===== src/rtl/bird_physics.sv =====
`default_nettype none
// ============================================================================
// Module   : bird_physics
// Purpose  : Bird vertical-motion integrator and IDLE/PLAY/DEAD game FSM,
//            advanced once per rising edge of the divided game clock.
// Revision : 1.0  initial release
// ============================================================================
module bird_physics #(
    parameter int Y_W       = 10,
    parameter int SCREEN_H  = 480,
    parameter int BIRD_H    = 16,
    parameter int Y_START   = 232,
    parameter int GRAVITY   = 1,
    parameter int FLAP_VEL  = -8,
    parameter int VMAX      = 10,
    parameter int DEAD_HOLD = 50
) (
    input  logic           clock_in,
    input  logic           rst,
    input  logic           clk_game,
    input  logic           flap_btn,
    input  logic           hit,
    output logic [Y_W-1:0] bird_y,
    output logic [7:0]     bird_vel,
    output logic [1:0]     state,
    output logic           game_over,
    output logic           game_tick
);

    localparam int                    CNT_W   = $clog2(DEAD_HOLD + 1);
    localparam logic signed [Y_W+1:0] c_floor = (Y_W+2)'(SCREEN_H - BIRD_H);
    localparam logic [Y_W-1:0]        c_ystart = Y_W'(Y_START);
    localparam logic [Y_W-1:0]        c_yfloor = Y_W'(SCREEN_H - BIRD_H);
    localparam logic signed [8:0]     c_grav  = 9'(GRAVITY);
    localparam logic signed [8:0]     c_vmax  = 9'(VMAX);
    localparam logic [7:0]            c_flap  = 8'(FLAP_VEL);
    localparam logic [CNT_W-1:0]      c_hold  = CNT_W'(DEAD_HOLD);

    typedef enum logic [1:0] {
        S_IDLE = 2'b00,
        S_PLAY = 2'b01,
        S_DEAD = 2'b10
    } state_t;

    state_t              r_state;
    logic [Y_W-1:0]      r_bird_y;
    logic [7:0]          r_bird_vel;
    logic                r_game_over;
    logic                r_game_tick;
    logic                r_clk_game_d;
    logic                r_flap_d;
    logic                r_flap_pending;
    logic [CNT_W-1:0]    r_hold;

    logic                  w_flap_rise;
    logic                  w_flap;
    logic signed [8:0]     w_vel_inc;
    logic [7:0]            w_vel_n;
    logic signed [Y_W+1:0] w_y_n;

    assign w_flap_rise = flap_btn & ~r_flap_d;
    // A rise coinciding with the tick is folded into that tick's flap.
    assign w_flap      = r_flap_pending | w_flap_rise;
    assign w_vel_inc   = $signed({r_bird_vel[7], r_bird_vel}) + c_grav;
    assign w_vel_n     = w_flap ? c_flap :
                         (w_vel_inc > c_vmax) ? c_vmax[7:0] : w_vel_inc[7:0];
    assign w_y_n       = $signed({2'b00, r_bird_y}) +
                         $signed({{(Y_W-6){w_vel_n[7]}}, w_vel_n});

    always_ff @(posedge clock_in) begin
        if (rst) begin
            r_state        <= S_IDLE;
            r_bird_y       <= c_ystart;
            r_bird_vel     <= 8'd0;
            r_game_over    <= 1'b0;
            r_game_tick    <= 1'b0;
            r_clk_game_d   <= 1'b0;
            r_flap_d       <= 1'b0;
            r_flap_pending <= 1'b0;
            r_hold         <= '0;
        end else begin
            r_clk_game_d <= clk_game;
            r_game_tick  <= clk_game & ~r_clk_game_d;
            r_flap_d     <= flap_btn;
            case (r_state)
                S_IDLE: begin
                    if (w_flap_rise) begin
                        r_state        <= S_PLAY;
                        r_flap_pending <= 1'b1;
                    end
                end
                S_PLAY: begin
                    if (hit) begin
                        r_state        <= S_DEAD;
                        r_game_over    <= 1'b1;
                        r_bird_vel     <= 8'd0;
                        r_flap_pending <= 1'b0;
                        r_hold         <= '0;
                    end else if (r_game_tick) begin
                        r_flap_pending <= 1'b0;
                        if (w_y_n[Y_W+1]) begin
                            r_bird_y   <= '0;
                            r_bird_vel <= 8'd0;
                        end else if (w_y_n >= c_floor) begin
                            r_bird_y    <= c_yfloor;
                            r_bird_vel  <= 8'd0;
                            r_state     <= S_DEAD;
                            r_game_over <= 1'b1;
                            r_hold      <= '0;
                        end else begin
                            r_bird_y   <= w_y_n[Y_W-1:0];
                            r_bird_vel <= w_vel_n;
                        end
                    end else if (w_flap_rise) begin
                        r_flap_pending <= 1'b1;
                    end
                end
                S_DEAD: begin
                    r_flap_pending <= 1'b0;
                    r_bird_vel     <= 8'd0;
                    if (w_flap_rise && (r_hold == c_hold)) begin
                        r_state     <= S_IDLE;
                        r_bird_y    <= c_ystart;
                        r_game_over <= 1'b0;
                        r_hold      <= '0;
                    end else if (r_game_tick && (r_hold != c_hold)) begin
                        r_hold <= r_hold + CNT_W'(1);
                    end
                end
                default: begin
                    r_state        <= S_IDLE;
                    r_bird_y       <= c_ystart;
                    r_bird_vel     <= 8'd0;
                    r_game_over    <= 1'b0;
                    r_flap_pending <= 1'b0;
                    r_hold         <= '0;
                end
            endcase
        end
    end

    assign bird_y    = r_bird_y;
    assign bird_vel  = r_bird_vel;
    assign state     = r_state;
    assign game_over = r_game_over;
    assign game_tick = r_game_tick;

endmodule
`default_nettype wire


===== config.mk =====
export PLATFORM = sky130hd
export DESIGN_NAME = bird_physics
export DESIGN_NICKNAME = d
export VERILOG_FILES = /design/src/rtl/bird_physics.sv
export SDC_FILE = /design/constraint.sdc
export NUM_CORES = 1
export LEC_CHECK = 0
export ABC_AREA = 1
export CAP_MARGIN = 20
export CORE_MARGIN = 1.5
export CORE_UTILIZATION = 30
export DETAILED_ROUTE_END_ITERATION = 8
export PLACE_DENSITY_LB_ADDON = 0.1
export SETUP_SLACK_MARGIN = 0.1
export SLEW_MARGIN = 5
export SYNTH_ARGS = -nofsm -noshare
export SYNTH_HDL_FRONTEND = slang
export SYNTH_SLANG_ARGS = --single-unit

===== constraint.sdc =====
create_clock -name clock_in -period 3.3 [get_ports clock_in]
set_clock_uncertainty 0.1 [all_clocks]
set_input_delay 0.66 -clock clock_in [delete_from_list [all_inputs] [get_ports clock_in]]
set_output_delay 0.66 -clock clock_in [all_outputs]
set_load 0.005 [all_outputs]

==> run summary, run 1 <==
Counting flops with a built-in enable in the synthesized netlist gives 0. After technology mapping, the gate count stands at 345. The min-delay analysis places its worst path in the category reg -> reg. Routability-driven placement finished with a final weighted congestion of 0.890. The worst path uses 104% of the clock period. The run finished, with violations left.

The first global-routing pass estimated 11.3 mm of wire. Data on the critical path is required at its endpoint by 3.42 ns. In this run the critical register-to-register path is launched from bird_vel[0]$_SDFFE_PP0P_. Floorplan die area: 0.00844 sq mm.

The clock transition at the registers of the reported paths was 0.08 ns. The startpoint of the tightest hold check path is r_clk_game_d$_SDFF_PP0_. For this block, the routed nets add up to 6.60 mm of wire. In the post-synthesis netlist, the cell with the most instances is sky130_fd_sc_hd__nand2_1. The path type of the worst setup path was reg -> reg. The run gives 0.28 ns as the worst-skew pair later-pin latency. Mean instance size in the synthesized netlist: 6.87 sq um. Static timing analysis puts the maximum clock frequency at 291 MHz.

In this run the register-to-register setup slack is -0.14 ns. Summing the areas of all compound-gate instances in the mapped netlist gives 11.5% of the synthesized area. TritonCTS built the clock tree. Once detail routing completed, the nets flagged for antenna violations numbered 0. The routed via count divided by cell count is 4.51.

The number of antenna diodes in the final layout is 0. The tools report the endpoint class of the critical path as a flop. For the worst setup slack before clock tree synthesis, the log shows -0.417 ns. The cell depth of the worst min-delay path works out to 1. The tools report the capture endpoint of the worst hold path as game_tick$_SDFF_PP0_. The number of maximum-capacitance violations was 0. Once detailed placement completed, the half-perimeter wirelength came to 5.03 mm. Entering global routing, the biggest net connects 27 pins.

The logs give 192 microns for the wire length on met3 and 31 for the clock sink count. The design draws 1.46 mW. The tools report the effective utilization at floorplan as 30.8%. The synthesized netlist occupies a cell area of 0.00237 sq mm.

The CTS H-tree depth is 2, and the mux share of post-synthesis cell area is 0%. Summing over every cut layer, the via total after detailed routing is 2,417. During synthesis, Yosys emitted a total of 0 warnings. At the pin with the least slew margin, the transition time is 0.583 ns. VDD sags by at most 0.000174 V.

The die is 91.9 microns wide. Counting flops and latches in the post-synthesis netlist gives 31. Setup repair after global routing could not meet its margin everywhere. After synthesis, the largest family of logic cells by area is simple AND/OR/NAND/NOR gates.

Critical path launch point type: a flop. Hold timing on the final database bottoms out at a slack of 0.289 ns. For the worst flop-to-flop path, the logic depth is 26.

By count the netlist is led by sky130_fd_sc_hd__nand2_1, sky130_fd_sc_hd__inv_1, sky130_fd_sc_hd__dfxtp_1, sky130_fd_sc_hd__nor2_1, sky130_fd_sc_hd__nand3_1. The xor/xnor share of the synthesized area was 4.44%. The run gives 0 as the final-report max-slew violation count.

After floorplanning, the core was divided into 32 placement rows. Dividing the detail-routed wire length by the instance count gives 12.3 microns. The first routing iteration left 86 violations. For the via count of the first global-routing pass, the log shows 2,437. Total routed wire length on the met1 layer: 3.01 mm.

The port buffer count was 26; the top-area cell type share of the netlist area was 26.2%. The run gives 21 as the count of final setup violators. The sum of overflow across all layers after global routing is 0.

For this design the ratio of total power to cell area is 405 mW/mm^2. The final reports fail on negative setup slack. Counting the buffers created by CTS gives 5. Summing the areas of all and, or, nand and nor instances in the mapped netlist gives 40.0% of the synthesized area.

Global routing consumed, over all layers together, 16.7% of the routing resources. The pre-antenna-repair detailed-routing pass consisted of 4 iterations. The number of I/O pins came out at 27. At the worst endpoint, the arrival time is 3.56 ns. The tools report the least setup slack across all paths after layout as -0.136 ns. The run gives 367 as the net count after synthesis. The cell sitting at the root of the clock tree is a sky130_fd_sc_hd__clkbuf_8. The tools report the final core utilization as 47.0%. After routing, the total negative slack on setup checks comes to -1.63 ns. The number of buffers on the longest clock path is 2, and the maximum fanout along the worst path is 6. The area inside the core boundary was 0.00769 sq mm. The tools report the capture instance of the worst register-to-register path as r_hold[1]$_SDFFE_PP0P_. Remaining design rule violation count: 0. The most frequently used flop master after synthesis is sky130_fd_sc_hd__dfxtp_1.

The largest total area in the synthesized netlist belongs to sky130_fd_sc_hd__dfxtp_1. Summed over all nets, wire length on met2 after detailed routing comes to 3.35 mm. The proportion of layout cells with a drive suffix above 1 was 36.4%; the number of filler cells placed in the layout was 785. Counting flops with an async set or reset pin after synthesis yields a share of 0%. The final critical-path required period works out to 3.44 ns. Headroom to the max-slew limit came out at 60.9%. The number of antenna violations at the first check in global routing is 0. Chip height: 91.9 microns. The relative area change from synthesis to final layout came out at 52.4%. Ranked by total cell area, the synthesized netlist is headed by sky130_fd_sc_hd__dfxtp_1, sky130_fd_sc_hd__nand2_1, sky130_fd_sc_hd__ha_1. The highest metal layer with signal wires was met4. Synthesis instantiated 37 different standard cells from the library. The final-report hold violation count was 0; the fraction of the yosys area taken by sequential cells was 26.2%. The post-synthesis adder-cell area fraction is 9.29%, and the leakage component of the power is 1.59 nW. For this run, the post-layout net count is 455.
-- metrics by stage --
step | std cells | cell area [sq um]
4_1_cts | 534 | 3420
3_3_place_gp | 516 | 3130
2_1_floorplan | 345 | 2400
6_report | 536 | 3610
3_5_place_dp | 516 | 3130
5_1_grt | 536 | 3610
-- power by group --
| group | switching, mW | leakage (nW) | internal, mW | total [mW] |
|---|---|---|---|---|
| Clock | 0.148 | 0.0515 | 0.191 | 0.339 |
| Sequential | 0.0253 | 0.254 | 0.395 | 0.420 |
| Combinational | 0.385 | 1.28 | 0.318 | 0.704 |
| Total | 0.559 | 1.59 | 0.904 | 1.46 |
-- flip-flops by register name, indices dropped and copies added, names as in the netlist --
register,cells
r_flap_pending,1
game_tick,1
bird_y,10
r_hold,6
r_flap_d,1
r_clk_game_d,1
bird_vel,8
game_over,1
state,2
-- worst max-delay path by stage --
| stage | start | end | cells past startpoint |
|---|---|---|---|
| finish | bird_vel[0]$_SDFFE_PP0P_ | r_hold[1]$_SDFFE_PP0P_ | 26 |
| global route | bird_vel[0]$_SDFFE_PP0P_ | r_hold[1]$_SDFFE_PP0P_ | 26 |
| CTS | bird_vel[1]$_SDFFE_PP0P_ | r_hold[1]$_SDFFE_PP0P_ | 24 |
| detailed placement | flap_btn | r_hold[1]$_SDFFE_PP0P_ | 20 |
| global placement | flap_btn | r_hold[1]$_SDFFE_PP0P_ | 20 |
| floorplan | bird_vel[0]$_SDFFE_PP0P_ | r_hold[2]$_SDFFE_PP0P_ | 25 |
-- final cells by class --
cell class | count | area (sq um) | share of cell area [%]
clock buffer | 8 | 100 | 2.77
inverter | 50 | 195 | 5.41
multi-input combinational | 261 | 1850 | 51.3
sequential | 31 | 629 | 17.4
tap | 102 | 128 | 3.53
timing repair buffer | 84 | 707 | 19.6
-- cell families (layout without fill, tap and decap cells) --
group / Yosys count / after routing
compound gates: 45 / 45
xor+xnor: 12 / 12
fa+ha+maj: 17 / 17
buf+inv: 54 / 142
flops: 31 / 31
simple gates: 186 / 187
-- placed cells by master, fill, tap and decap left out, drive strengths merged, types with 2 or more instances in the layout --
cell type and count:
o21ai 14, nor2 39, nor4 2, nor3 7, o21bai 2, ha 16
a22oi 3, dfxtp 31, nand3 28, a21oi 23, xor2 6, inv 50
clkdlybuf4s50 26, nand2 100, clkbuf 8, nand3b 2, buf 58, nand4 8
xnor2 6
-- what timing repair did --
| action | 4_1_cts | 5_1_grt |
|---|---|---|
| pin swaps | 20 | 24 |
| gates cloned | 1 | 0 |
| hold buffers | 0 | 0 |
| gates resized for setup | 24 | 35 |
| setup buffers | 9 | 2 |
| setup endpoints to repair | 26 | 26 |
-- routing by layer --
metal,vias up,track usage (%)
met1,1102,21.2
li1,1285,-
met2,25,29.3
met5,-,0
met3,5,2.90
met4,0,3.85
-- critical path, cell delays in order, from the launching register on --
cell	delay [ns]
sky130_fd_sc_hd__dfxtp_4	0.37
sky130_fd_sc_hd__ha_4	0.16
sky130_fd_sc_hd__nand2_4	0.05
sky130_fd_sc_hd__nor2_4	0.13
sky130_fd_sc_hd__xnor2_1	0.12
sky130_fd_sc_hd__inv_1	0.07
sky130_fd_sc_hd__a21oi_2	0.13
sky130_fd_sc_hd__nand3_2	0.10
sky130_fd_sc_hd__o21ai_4	0.22
sky130_fd_sc_hd__a21boi_2	0.08
sky130_fd_sc_hd__buf_4	0.15
sky130_fd_sc_hd__buf_6	0.11
sky130_fd_sc_hd__fa_2	0.37
sky130_fd_sc_hd__buf_6	0.14
sky130_fd_sc_hd__nand2_4	0.06
sky130_fd_sc_hd__nand2_2	0.04
sky130_fd_sc_hd__nand2_2	0.06
sky130_fd_sc_hd__nand2_2	0.07
sky130_fd_sc_hd__nor2_4	0.13
sky130_fd_sc_hd__nand3b_4	0.09
sky130_fd_sc_hd__nand2_4	0.09
sky130_fd_sc_hd__nand2_8	0.09
sky130_fd_sc_hd__nand2_8	0.08
sky130_fd_sc_hd__nand3_4	0.12
sky130_fd_sc_hd__nand2_2	0.09
sky130_fd_sc_hd__nand2_1	0.05
sky130_fd_sc_hd__nor2_1	0.08
No activity file was read; power rests on OpenSTA's default activity.
==> inputs of run 2 (changes only) <==
--- a/config.mk
+++ b/config.mk
@@ -6,7 +6,6 @@
 export NUM_CORES = 1
 export LEC_CHECK = 0
 export ABC_AREA = 1
-export CAP_MARGIN = 20
 export CORE_MARGIN = 1.5
 export CORE_UTILIZATION = 30
 export DETAILED_ROUTE_END_ITERATION = 8
==> constraint.sdc (replaced) <==
create_clock -name clock_in -period 3.4 [get_ports clock_in]
set_clock_uncertainty 0.1 [all_clocks]
set_input_delay 0.68 -clock clock_in [delete_from_list [all_inputs] [get_ports clock_in]]
set_output_delay 0.68 -clock clock_in [all_outputs]
set_load 0.005 [all_outputs]
==> run 2 against run 1 <==
The flow now finishes without violations. Utilization rose by 1.4 points. Register-to-register slack better by 0.18 ns. Setup slack improved by 0.18 ns. Critical endpoint is now bird_y[6]$_SDFFE_PP1P_. Largest power group unchanged.
==> run summary, run 2 (synthesis gave the netlist of run 1 again) <==
Port buffer count: 26 (unchanged). The critical path launch point type is a flop (unchanged). The most common library cell in the layout ignoring fill and taps is sky130_fd_sc_hd__nand2_1 (unchanged). The tools report the CTS buffer count as 5 (unchanged). The arrival time reported for the critical path endpoint came out at 3.43 ns (was 3.56 ns).

The CTS H-tree depth was 2 (unchanged); the final critical-path required period was 3.35 ns (was 3.44 ns). The leakage component of the power came out at 1.59 nW (about the same). The routed via count divided by cell count came out at 4.54 (was 4.51). The fraction of the cycle the final worst path needs is 98.6% (was 104%), and the sum of overflow across all layers after global routing is 0 (unchanged). Most frequent cells in the layout: sky130_fd_sc_hd__nand2_1, sky130_fd_sc_hd__buf_4, sky130_fd_sc_hd__inv_1 (unchanged). The number of maximum-capacitance violations was 0 (unchanged); the count of final setup violators was 0 (was 21). The flow ran to the end, and the final reports show no timing, DRC or antenna violations. The logs give 4 (unchanged) for the first-pass iteration count of the detailed router and 0.000167 V (was 0.000174 V) for the maximum VDD drop.

The chip height came out at 91.9 microns (unchanged). The least setup slack across all paths after layout is 0.0483 ns (was -0.136 ns), and the clock transition at the registers of the reported paths is 0.06 ns (was 0.08 ns). The worst-case headroom to the max-slew limit came out at 58.7% (was 60.9%). The number of flip-flops under the largest register name is 10 (unchanged), and the floorplan die area is 0.00844 sq mm (unchanged). The tools report the setup TNS as 0 ns (was -1.63 ns). For the final-report max-slew violation count, the log shows 0 (unchanged). The row count came out at 32 (unchanged).

The areal power density over the cells came out at 401 mW/mm^2 (was 405 mW/mm^2). TritonCTS built the clock tree. The total half-perimeter wirelength after legalization and detailed placement is 4.96 mm (was 5.03 mm). The path type of the worst setup path was reg -> reg (unchanged).

The placer congestion estimate is 0.798 (was 0.890), and the first-pass GRT wire length is 11.3 mm (about the same). The run gives 6.65 mm (was 6.60 mm) as the aggregate routed wire length. Remaining design rule violation count: 0 (unchanged). The slowest cell on the critical path is sky130_fd_sc_hd__dfxtp_4 (unchanged).

The final-report hold violation count came out at 0 (unchanged). The clock sink count is 31 (unchanged), and the global router's overall resource usage is 16.8% (was 16.7%). The tools report the number of nets in the finished design as 456 (was 455). The die boundary width works out to 91.9 microns (unchanged).

For the count of antenna diodes in the layout, the log shows 0 (unchanged). The area inside the core boundary came out at 0.00769 sq mm (unchanged). The area of the multi-input gates was 0.00192 sq mm (was 0.00185 sq mm). The logs give 0.00306 sq mm (was 0.00313 sq mm) for the area of placed instances and 48.4% (was 47.0%) for the final core utilization. The flip-flop and latch area was 627 sq um (was 629 sq um). The number of buffers on the longest clock path is 2 (unchanged), and the number of I/O pins is 27 (unchanged). The tools report the cell at the root of the clock tree as sky130_fd_sc_hd__clkbuf_8 (unchanged). The total power was 1.49 mW (was 1.46 mW). The worst-skew pair later-pin latency came out at 0.29 ns (was 0.28 ns). The logs give 773 (was 785) for the number of filler cells placed in the layout and -0.293 ns (was -0.417 ns) for the worst setup slack before clock tree synthesis. The tools report the slack of the worst reg-to-reg path as 0.05 ns (was -0.14 ns). The worst-margin pin slew is 0.615 ns (was 0.583 ns).

Setup repair after global routing could not meet its margin everywhere. Maximum fanout along the worst path: 5 (was 6). The initial DRC count is 59 (was 86), and the maximum number of pins on one net before global-route repair is 21 (was 27).

The number of buffers inserted by hold repair at cts is 0 (unchanged). The maximum operating frequency came out at 298 MHz (was 291 MHz). The endpoint class of the critical path is a flop (unchanged). The tools report the count of placed standard cells including taps as 511 (was 516).

The maximum single-stage delay on the critical path was 0.36 ns (was 0.37 ns); the wire length per cell was 12.4 microns (was 12.3 microns). The logs give 0 (unchanged) for the number of antenna-violating nets in the routed design and 0.290 ns (was 0.289 ns) for the hold slack. The via count of the first global-routing pass is 2,383 (was 2,437). The relative area change from synthesis to final layout is 56.9% (was 52.4%), and the finished layout cell area is 0.00372 sq mm (was 0.00361 sq mm).

The proportion of layout cells with a drive suffix above 1 came out at 40.9% (was 36.4%). Number of antenna violations at the first check in global routing: 0 (unchanged). The type of the tightest min-delay check was reg -> reg (unchanged).

The vias after detailed routing was 2,436 (was 2,417). The effective utilization at floorplan is 30.8% (unchanged), and the required time of the worst setup path is 3.48 ns (was 3.42 ns). The post-route non-filler standard cell count was 537 (was 536).
-- run 2: cell count changes in the layout (fill, tap and decap cells not counted), sizes merged --
cell / before / now
buf: 58 / 59
clkinv: 0 / 1
inv: 50 / 49
-- run 2: repair_timing --
item                                    CTS  global route
buffers inserted                         14             5
gates cloned                              1             0
gates resized for setup                  51            41
endpoints found under the setup margin   26            26
endpoints found under the hold margin     0             0
pin swaps                                28            37
-- run 2: worst max-delay path: cells and delay by family (launching register included) --
kind | cells | cell delay [ns]
compound gates | 3 | 0.46
flops | 1 | 0.36
buf+inv | 3 | 0.31
fa+ha+maj | 2 | 0.37
xor+xnor | 1 | 0.13
simple gates | 17 | 1.49
-- run 2: metal layers --
layer  vias to the layer above  wire length [microns]  track usage, %
li1                       1294                      -               -
met1                      1113                   3070            20.9
met2                        22                   3340            29.5
met3                         7                    163            2.82
met4                         0                     70            4.87
met5                         -                      0               0
-- run 2: final cells by class --
type                            instances  share of cell area (%)
Clock buffer                            8                    2.69
Multi-Input combinational cell        261                    51.7
Tap cell                              102                    3.43
Timing Repair Buffer                   85                    20.1
Sequential cell                        31                    16.9
Inverter                               50                    5.18
-- run 2: path summary, 6_finish.rpt --
| kind | depth (start not counted) | start | end |
|---|---|---|---|
| hold reg to reg | 1 | r_clk_game_d$_SDFF_PP0_ | game_tick$_SDFF_PP0_ |
| setup / recovery | 26 | bird_vel[0]$_SDFFE_PP0P_ | bird_y[6]$_SDFFE_PP1P_ |
| setup reg to reg | 26 | bird_vel[0]$_SDFFE_PP0P_ | bird_y[6]$_SDFFE_PP1P_ |
| hold / removal | 1 | r_clk_game_d$_SDFF_PP0_ | game_tick$_SDFF_PP0_ |
-- run 2: report_power, final --
group / leakage (nW) / switching (mW) / total, mW / internal (mW)
Sequential: 0.254 / 0.0241 / 0.409 / 0.384
Combinational: 1.28 / 0.404 / 0.760 / 0.356
Clock: 0.0515 / 0.138 / 0.323 / 0.185
Total: 1.59 / 0.566 / 1.49 / 0.926
==> inputs of run 3 (changes only) <==
--- a/config.mk
+++ b/config.mk
@@ -6,10 +6,13 @@
 export NUM_CORES = 1
 export LEC_CHECK = 0
 export ABC_AREA = 1
+export CELL_PAD_IN_SITES_DETAIL_PLACEMENT = 0
+export CELL_PAD_IN_SITES_GLOBAL_PLACEMENT = 1
 export CORE_MARGIN = 1.5
 export CORE_UTILIZATION = 30
 export DETAILED_ROUTE_END_ITERATION = 8
 export PLACE_DENSITY_LB_ADDON = 0.1
+export REMOVE_ABC_BUFFERS = 1
 export SETUP_SLACK_MARGIN = 0.1
 export SLEW_MARGIN = 5
 export SYNTH_ARGS = -nofsm -noshare
==> run 3 against run 2 <==
Combinational power decreased by 10%. Utilization decreased by 0.55 points. Critical endpoint is now r_hold[4]$_SDFFE_PP0P_. Via count increased by 1.1%. First-iteration DRC count increased by 71%. Non-clock buffer count decreased by 3. Count of clock-buffer cells in the layout decreased by 2. Sequential power about the same. Wire length increased by 3.0%.
==> run summary, run 3 (synthesis gave the netlist of run 1 again) <==
The number of antenna-violating nets in the routed design is 0 (unchanged), and the chip height is 91.9 microns (unchanged). The run gives 3.47 ns (was 3.48 ns) as the required time of the worst setup path. The areal power density over the cells is 403 mW/mm^2 (was 401 mW/mm^2), and the maximum VDD drop is 0.000156 V (was 0.000167 V).

The most frequent cell on the critical path was sky130_fd_sc_hd__nand2_4. The row count was 32 (unchanged). The run gives 58.5% (was 58.7%) as the worst-case headroom to the max-slew limit. The tools report the placer congestion estimate as 0.816 (was 0.798). The tools report the cell at the root of the clock tree as sky130_fd_sc_hd__clkbuf_8 (unchanged). The logs give 0.00844 sq mm (unchanged) for the floorplan die area and 27 (unchanged) for the number of I/O pins.

The relative area change from synthesis to final layout was 55.1% (was 56.9%); the CTS buffer count was 5 (unchanged). Routed via count divided by cell count: 4.61 (was 4.54). Maximum operating frequency: 294 MHz (was 298 MHz). The first-pass iteration count of the detailed router is 4 (unchanged), and the maximum number of pins on one net before global-route repair is 20 (was 21). The least setup slack across all paths after layout came out at 0.00120 ns (was 0.0483 ns). The clock transition at the registers of the reported paths was 0.08 ns (was 0.06 ns). The leakage component of the power was 1.59 nW (about the same); the initial DRC count was 101 (was 59). The number of filler cells placed in the layout is 807 (was 773). The number of maximum-capacitance violations is 0 (unchanged). TritonCTS built the clock tree. The total half-perimeter wirelength after legalization and detailed placement was 5.22 mm (was 4.96 mm). The sum of overflow across all layers after global routing was 0 (unchanged); the final-report hold violation count was 0 (unchanged). The setup TNS is 0 ns (unchanged).

Most frequent cells in the layout: sky130_fd_sc_hd__nand2_1, sky130_fd_sc_hd__buf_4, sky130_fd_sc_hd__inv_1 (unchanged). The slowest cell on the critical path is sky130_fd_sc_hd__fa_2 (was sky130_fd_sc_hd__dfxtp_4). The proportion of layout cells with a drive suffix above 1 was 39.6% (was 40.9%). The run finished with clean final reports. The total power was 1.48 mW (was 1.49 mW). The count of antenna diodes in the layout is 0 (unchanged), and the final critical-path required period is 3.40 ns (was 3.35 ns). Endpoint class of the critical path: a flop (unchanged). The fraction of the cycle the final worst path needs is 100% (was 98.6%). Vias after detailed routing: 2,464 (was 2,436). Die boundary width: 91.9 microns (unchanged). Number of antenna violations at the first check in global routing: 0 (unchanged). The final core utilization was 47.8% (was 48.4%); the aggregate routed wire length was 6.85 mm (was 6.65 mm). The wire length per cell was 12.8 microns (was 12.4 microns).

The CTS H-tree depth is 2 (unchanged). The count of final setup violators came out at 0 (unchanged). The path type of the worst setup path was reg -> reg (unchanged). The final-report max-slew violation count is 0 (unchanged), and the maximum fanout along the worst path is 6 (was 5). The worst-margin pin slew works out to 0.618 ns (was 0.615 ns). The number of nets in the finished design is 453 (was 456), and the maximum single-stage delay on the critical path is 0.39 ns (was 0.36 ns).

Setup repair after global routing could not meet its margin everywhere. Number of flip-flops under the largest register name: 10 (unchanged). For the effective utilization at floorplan, the log shows 30.8% (unchanged). The remaining design rule violation count is 0 (unchanged), and the first-pass GRT wire length is 11.7 mm (was 11.3 mm). The type of the tightest min-delay check was reg -> reg (unchanged). Worst-skew pair later-pin latency: 0.29 ns (about the same). The worst setup slack before clock tree synthesis is -0.492 ns (was -0.293 ns). The logs give 3.47 ns (was 3.43 ns) for the arrival time reported for the critical path endpoint and 2,400 (was 2,383) for the via count of the first global-routing pass. The run gives 31 (unchanged) as the clock sink count. The global router's overall resource usage is 17.5% (was 16.8%), and the port buffer count is 26 (unchanged).

For the area inside the core boundary, the log shows 0.00769 sq mm (unchanged). Critical path launch point type: a flop (unchanged). The most common library cell in the layout ignoring fill and taps is sky130_fd_sc_hd__nand2_1 (unchanged).

The number of buffers on the longest clock path came out at 2 (unchanged).
-- run 3: changes by cell type in the layout (fill, tap and decap cells not counted), sizes merged --
cell,before,now
buf,59,56
clkbuf,8,6
bufinv,0,1
inv,49,50
-- run 3: layout make-up --
class | instances | area [sq um] | share of cell area [%]
Timing Repair Buffer | 82 | 696 | 18.9
Tap cell | 102 | 128 | 3.47
Clock buffer | 6 | 82.6 | 2.25
Sequential cell | 31 | 626 | 17.0
Clock inverter | 2 | 35.0 | 0.953
Multi-Input combinational cell | 261 | 1910 | 52.1
Inverter | 50 | 195 | 5.31
-- run 3: through the flow --
| stage | cell area (sq um) | instances | hold WS (ns) |
|---|---|---|---|
| finish | 3670 | 534 | 0.292 |
| global route | 3670 | 534 | 0.302 |
| CTS | 3410 | 527 | 0.297 |
| detailed placement | 3040 | 509 | 0.286 |
| global placement | 3040 | 509 | 0.278 |
| floorplan | 2350 | 341 | 0.274 |
-- run 3: path summary, 6_finish.rpt --
check / from / to / slack (ns) / depth (start not counted)
max: bird_vel[0]$_SDFFE_PP0P_ / r_hold[4]$_SDFFE_PP0P_ / 0.001 / 25
min: r_clk_game_d$_SDFF_PP0_ / game_tick$_SDFF_PP0_ / 0.29 / 1
max reg2reg: bird_vel[0]$_SDFFE_PP0P_ / r_hold[4]$_SDFFE_PP0P_ / 0.001 / 25
min reg2reg: r_clk_game_d$_SDFF_PP0_ / game_tick$_SDFF_PP0_ / 0.29 / 1
-- run 3: per-layer routing --
layer	GRT usage [%]	up-vias	part of all wire, %
met5	0	-	0
met4	4.74	0	1.0
met3	2.90	5	2.0
met2	28.7	29	46
met1	23.5	1138	51
li1	-	1292	-
-- run 3: power by group --
group	switching [mW]	internal [mW]
combinational	0.384	0.297
sequential	0.0245	0.384
clock	0.154	0.237
-- run 3: what timing repair did --
item                                    CTS  global route
hold endpoints to repair                  0             0
pin swaps                                22            32
setup buffers                             9             7
cloned                                    1             0
gates resized for setup                  44            46
hold buffers                              0             0
endpoints found under the setup margin   26            26
-- run 3: critical path, delay by kind of cell, from the launching register on --
family	cells	cell delay [ns]
adder cells (fa/ha/maj)	2	0.54
AND/OR/NAND/NOR	14	1.27
flip-flops	1	0.37
AO/OA/AOI/OAI	4	0.36
buffers and inverters	4	0.52
XOR/XNOR	1	0.13
